==> src/rtl/charlie_pkg.sv <==
// rtl/charlie_pkg.sv - shared constants, state encoding and helpers for the charlieplex scan controller
package charlie_pkg;

    localparam int CHARLIE_ROWS  = 8;
    localparam int CHARLIE_IDX_W = 6;

    localparam logic [CHARLIE_IDX_W-1:0] FIRST_IDX = 6'd1;
    localparam logic [CHARLIE_IDX_W-1:0] LAST_IDX  = 6'd62;

    typedef enum logic [1:0] {
        IDLE  = 2'd0,
        SHOW  = 2'd1,
        BLANK = 2'd2
    } charlie_state_e;

    // A diagonal position drives the same pin as anode and cathode, so it has no LED.
    function automatic logic is_diag(input logic [CHARLIE_IDX_W-1:0] idx);
        return idx[5:3] == idx[2:0];
    endfunction

endpackage

==> src/rtl/charlie_next_idx.sv <==
// rtl/charlie_next_idx.sv - combinational scan successor with diagonal skip and wrap flag
module charlie_next_idx
    import charlie_pkg::*;
(
    input  logic [CHARLIE_IDX_W-1:0] idx_i,
    output logic [CHARLIE_IDX_W-1:0] next_o,
    output logic                     wrap_o
);

    logic [CHARLIE_IDX_W-1:0] inc;

    // Diagonals are 9 apart, so a single extra step always clears one.
    always_comb begin
        inc    = idx_i + 6'd1;
        wrap_o = (idx_i == LAST_IDX);
        if (wrap_o) begin
            next_o = FIRST_IDX;
        end else if (is_diag(inc)) begin
            next_o = inc + 6'd1;
        end else begin
            next_o = inc;
        end
    end

endmodule

==> src/rtl/charlie_scan_ctrl.sv <==
// rtl/charlie_scan_ctrl.sv - scan sequencer and double-buffered frame store; CHARLIE_SKIP_DARK_EN gives unlit positions a single clock
module charlie_scan_ctrl
    import charlie_pkg::*;
#(
    parameter int DWELL_CYCLES = 16,
    parameter int BLANK_CYCLES = 2,
    parameter int TIMER_W      = 8
) (
    input  logic                     clk,
    input  logic                     rst_n,
    input  logic                     enable,
    input  logic [63:0]              frame_data,
    input  logic                     frame_valid,
    output logic                     frame_ready,
    output logic [CHARLIE_IDX_W-1:0] charlie_index,
    output logic [63:0]              memory_frame_buffer,
    output logic                     frame_start,
    output logic [7:0]               frame_count
);

`ifdef CHARLIE_SKIP_DARK_EN
    localparam bit SKIP_DARK = 1'b1;
`else
    localparam bit SKIP_DARK = 1'b0;
`endif

    localparam logic [TIMER_W-1:0] DWELL_LOAD = TIMER_W'(DWELL_CYCLES - 1);
    localparam logic [TIMER_W-1:0] BLANK_LOAD = TIMER_W'(BLANK_CYCLES - 1);

    charlie_state_e           state_q, state_d;
    logic [CHARLIE_IDX_W-1:0] idx_q, idx_d;
    logic [TIMER_W-1:0]       timer_q, timer_d;
    logic [63:0]              active_q, active_d;
    logic [63:0]              shadow_q, shadow_d;
    logic                     pending_q, pending_d;
    logic                     dark_q, dark_d;
    logic                     ready_q, ready_d;
    logic                     frame_start_q, frame_start_d;
    logic [7:0]               frame_count_q, frame_count_d;
    logic [63:0]              mfb_q, mfb_d;

    logic [CHARLIE_IDX_W-1:0] nxt_idx;
    logic                     nxt_wrap;
    logic                     advance;

    charlie_next_idx u_next_idx (
        .idx_i  (idx_q),
        .next_o (nxt_idx),
        .wrap_o (nxt_wrap)
    );

    // Next-state: handshake, dwell/blank sequencing, scan wrap with buffer swap, registered outputs.
    always_comb begin
        state_d       = state_q;
        idx_d         = idx_q;
        timer_d       = timer_q;
        active_d      = active_q;
        shadow_d      = shadow_q;
        pending_d     = pending_q;
        dark_d        = dark_q;
        frame_start_d = 1'b0;
        frame_count_d = frame_count_q;
        advance       = 1'b0;

        // Accept only into an empty shadow; swap needs pending, so the two never coincide.
        if (frame_valid && ready_q) begin
            shadow_d  = frame_data;
            pending_d = 1'b1;
        end

        if (!enable) begin
            state_d = IDLE;
            idx_d   = FIRST_IDX;
            timer_d = '0;
            dark_d  = 1'b0;
        end else begin
            case (state_q)
                IDLE: begin
                    state_d       = SHOW;
                    timer_d       = DWELL_LOAD;
                    frame_start_d = 1'b1;
                    dark_d        = 1'b0;
                    if (pending_q) begin
                        active_d  = shadow_q;
                        pending_d = 1'b0;
                    end
                end
                SHOW: begin
                    if (dark_q || timer_q == '0) begin
                        if (!dark_q && BLANK_CYCLES > 0) begin
                            state_d = BLANK;
                            timer_d = BLANK_LOAD;
                        end else begin
                            advance = 1'b1;
                        end
                    end else begin
                        timer_d = timer_q - TIMER_W'(1);
                    end
                end
                BLANK: begin
                    if (timer_q == '0) begin
                        advance = 1'b1;
                    end else begin
                        timer_d = timer_q - TIMER_W'(1);
                    end
                end
                default: state_d = IDLE;
            endcase
        end

        if (advance) begin
            state_d = SHOW;
            idx_d   = nxt_idx;
            timer_d = DWELL_LOAD;
            if (nxt_wrap) begin
                frame_count_d = frame_count_q + 8'd1;
                frame_start_d = 1'b1;
                if (pending_q) begin
                    active_d  = shadow_q;
                    pending_d = 1'b0;
                end
            end
            // Dark check uses the post-swap frame so the first position of a new image is judged correctly.
            dark_d = SKIP_DARK && !active_d[nxt_idx];
        end

        ready_d = !pending_d;
        mfb_d   = (state_d == SHOW && !dark_d) ? active_d : 64'd0;
    end

    // State and output registers.
    always_ff @(posedge clk or negedge rst_n) begin
        if (!rst_n) begin
            state_q       <= IDLE;
            idx_q         <= FIRST_IDX;
            timer_q       <= '0;
            active_q      <= '0;
            shadow_q      <= '0;
            pending_q     <= 1'b0;
            dark_q        <= 1'b0;
            ready_q       <= 1'b1;
            frame_start_q <= 1'b0;
            frame_count_q <= '0;
            mfb_q         <= '0;
        end else begin
            state_q       <= state_d;
            idx_q         <= idx_d;
            timer_q       <= timer_d;
            active_q      <= active_d;
            shadow_q      <= shadow_d;
            pending_q     <= pending_d;
            dark_q        <= dark_d;
            ready_q       <= ready_d;
            frame_start_q <= frame_start_d;
            frame_count_q <= frame_count_d;
            mfb_q         <= mfb_d;
        end
    end

    assign frame_ready         = ready_q;
    assign charlie_index       = idx_q;
    assign memory_frame_buffer = mfb_q;
    assign frame_start         = frame_start_q;
    assign frame_count         = frame_count_q;

endmodule

==> config.mk <==
export PLATFORM = sky130hd
export DESIGN_NAME = charlie_scan_ctrl
export DESIGN_NICKNAME = d
export VERILOG_FILES = /design/src/rtl/charlie_pkg.sv /design/src/rtl/charlie_next_idx.sv /design/src/rtl/charlie_scan_ctrl.sv
export SDC_FILE = /design/constraint.sdc
export NUM_CORES = 1
export LEC_CHECK = 0
export BUFFER_PORTS_ARGS = -buffer_cell sky130_fd_sc_hd__buf_2
export CAP_MARGIN = 30
export CORE_MARGIN = 4
export CORE_UTILIZATION = 60
export CTS_BUF_LIST = sky130_fd_sc_hd__clkbuf_8 sky130_fd_sc_hd__clkbuf_16
export DETAILED_ROUTE_END_ITERATION = 8
export PLACE_DENSITY = 0.84
export SETUP_SLACK_MARGIN = 0.05
export SLEW_MARGIN = 30
export SYNTH_ARGS = -nofsm -noshare
export SYNTH_HDL_FRONTEND = slang
export SYNTH_SLANG_ARGS = --single-unit
==> constraint.sdc <==
create_clock -name clk -period 7.2 [get_ports clk]
set_input_delay 0.36 -clock clk [delete_from_list [all_inputs] [get_ports clk]]
set_output_delay 0.36 -clock clk [all_outputs]
set_load 0.02 [all_outputs]
==> reports/results.txt <==
Initial antenna violation count -> 0
Setup CP Type -> flip-flop to flip-flop
Startpoint Class -> flip-flop
Worst hold path startpoint -> frame_data[52]
Fin crit share -> 47.5%
Fillers -> 982
Drt first pass iters -> 4
Hold slack -> 0.0843 ns
Clk sinks -> 220
Root Buffer -> clkbuf_16
Vias in the first global route -> 5,522
Mean Syn Cell Area -> 14.8 sq um
Storage element area -> 5510 sq um
Fmax -> 292 MHz
CTS tree -> done
VDD IR max -> 238 uV
Synth top cells by count -> dfrtp_1, mux2_2, mux2_4
Non-Filler Instances -> 954
Final min period -> 3.42 ns
CORE AREA -> 14,500 sq um
Worst-Skew Late Latency -> 0.50 ns
Slew headroom -> 44.1%
Largest cells by area after synthesis -> dfrtp_1, mux2_4, mux2_2, nor2b_1, ha_1
Status -> finished clean
Footprint of the multi-input gates -> 3190 sq um
Final setup violation count -> 0
Setup Skew -> 0.0143 ns
Die ar. -> 16,900 sq um
Grt total ovfl -> 0
RSZ-0062 raised after global routing -> false
DRC errors left -> 0
Post-CTS setup buffer count -> 0
Slew @ Worst Pin -> 0.838 ns
Worst EP arrival -> 3.80 ns
Worst reg2reg startpoint -> timer_q[0]
Critical path capture point type -> flip-flop
Die Width -> 130 um
Sw Share -> 30.0%
Final hold violations -> 0
Sw Pwr -> 1.37 mW
Sequential Power Share -> 43.4%
Area delta synth->final -> 18.1%
Power per cell area -> 433 nW/um^2
Top-count cell post-synth -> dfrtp_1
Post-route ant nets -> 0
Synth warn -> 0
Global Route Usage Sum -> 20.9%
DRT iter0 DRCs -> 344
Diode count -> 0
Via count -> 5,191
Dpl cells -> 912
Ys async rst share -> 100%
Yosys reg bits -> 220
Mapped Area -> 8920 sq um
Fraction of layout cells with a size suffix above 1 -> 43.6%
Distinct cells, synth -> 57
Io pins -> 148
Post-synth top area cell -> dfrtp_1
DP Area -> 9750 sq um
Tightest Hold Check Type -> input pin to flip-flop
Syn Inst Count -> 603
Post-CTS Hold Fix Bufs -> 1
GP Congestion -> 0.919
Max Root-Sink Buffers -> 3
Global-route wire length before repair -> 28,200 um
Sequential fraction of the synthesis area -> 61.7%
Post-route cell area -> 10,500 sq um
EDFF count, synth -> 0
LEAKAGE -> 5.13 nW
Clock slew at reported path FFs -> 0.07 ns
Hpwl dp -> 11,100 um
Cell Rows -> 44
Setup total negative slack -> 0 ns
Share of the synthesized area in the top cell type -> 61.2%
Combinational power share -> 31.0%
Max-Cap Viols -> 0
Internal power -> 3.19 mW
Depth of the CTS H-tree -> 1
Num CTS Buffers -> 23
PostCTS Resize Cnt -> 0
Nets -> 833
CP Max Fanout -> 39
Largest net degree at the start of global routing -> 80
CP required -> 7.58 ns
Mapped Nets -> 682
Initial Util -> 61.4%
Routed WL per cell -> 18.1 um
Die Height -> 130 um
Worst Setup SP -> timer_q[0]
Port Buf Inserts -> 147
Synth Flop Type -> dfrtp_1
Slew Viols, Final -> 0
Drt total wl -> 17,300 um
Avg Vias per Cell -> 5.44
Clk pwr share -> 25.6%
-- flip-flops by register name, indices dropped and copies added, names as in the netlist --
register,count
state_q,2
shadow_q,64
frame_start,1
timer_q,8
pending_q,1
frame_count,8
dark_q,1
frame_ready,1
memory_frame_buffer,64
charlie_index,6
active_q,64
-- critical path, stage by stage (launching register included) --
cell,delay (ns)
dfrtp_1,0.40
inv_1,0.11
ha_1,0.18
or3b_2,0.52
o31ai_4,0.25
a41o_4,0.58
buf_4,0.69
mux2_1,0.40
nor2b_1,0.14
-- final timing paths --
| check | slack, ns | end | cells after the start |
|---|---|---|---|
| max | 3.78 | memory_frame_buffer[1] | 8 |
| min | 0.08 | shadow_q[52] | 2 |
| max reg2reg | 3.78 | memory_frame_buffer[1] | 8 |
| min reg2reg | 0.47 | frame_count[7] | 1 |
| max in group asynchronous | 5.44 | shadow_q[45] | 3 |
| min in group asynchronous | 0.44 | memory_frame_buffer[20] | 2 |
-- layer usage --
metal | routed length (um) | up-vias | GRT usage (%)
met4 | 301 | 0 | 5.01
met1 | 7280 | 2640 | 28.5
li1 | - | 2383 | -
met3 | 909 | 31 | 3.52
met5 | 0 | - | 0
met2 | 8790 | 137 | 35.6
-- kinds of logic after synthesis --
kind of cell             Yosys count  share of synthesized area [%]
AO/OA/AOI/OAI                     56                           4.52
buffers and inverters             39                           2.93
XOR/XNOR                          13                           1.43
flip-flops                       220                           61.7
AND/OR/NAND/NOR                  135                           9.02
multiplexers                     129                           18.8
adder cells (fa/ha/maj)           11                           1.54
-- power groups by stage --
stage	clock, mW	combinational, mW	sequential, mW
floorplan	0	0.941	2.08
global route	1.25	1.53	2.04
CTS	1.19	1.43	1.98
detailed placement	0	1.41	1.99
finish	1.17	1.41	1.98
global placement	0	1.34	1.96
-- per-stage QoR --
step	total power [mW]	util [%]	worst slack, ns
detailed placement	3.40	67.1	3.81
CTS	4.60	72.4	3.79
floorplan	3.02	-	4.64
global placement	3.31	67.0	3.88
global route	4.81	72.5	3.62
finish	4.56	72.5	3.78
-- cell type report --
cell class	count	area share, %
clock buffer	28	6.12
timing repair buffer	153	7.63
tap	184	2.19
clock inverter	13	1.09
sequential	220	52.3
inverter	12	0.428
multi-input combinational	344	30.2
-- cells in the final DEF, fill, tap and decap left out, drive strengths merged, types with 8 or more instances in the layout --
| cell | n |
|---|---|
| dfrtp | 218 |
| buf | 151 |
| mux2 | 129 |
| nor2b | 63 |
| clkbuf | 29 |
| nand2 | 19 |
| inv | 18 |
| o21ai | 12 |
| nand3 | 11 |
| ha | 11 |
| nor2 | 9 |
| a31oi | 8 |
| a21oi | 8 |
| xnor2 | 8 |
(Power assumes the default switching activity.)
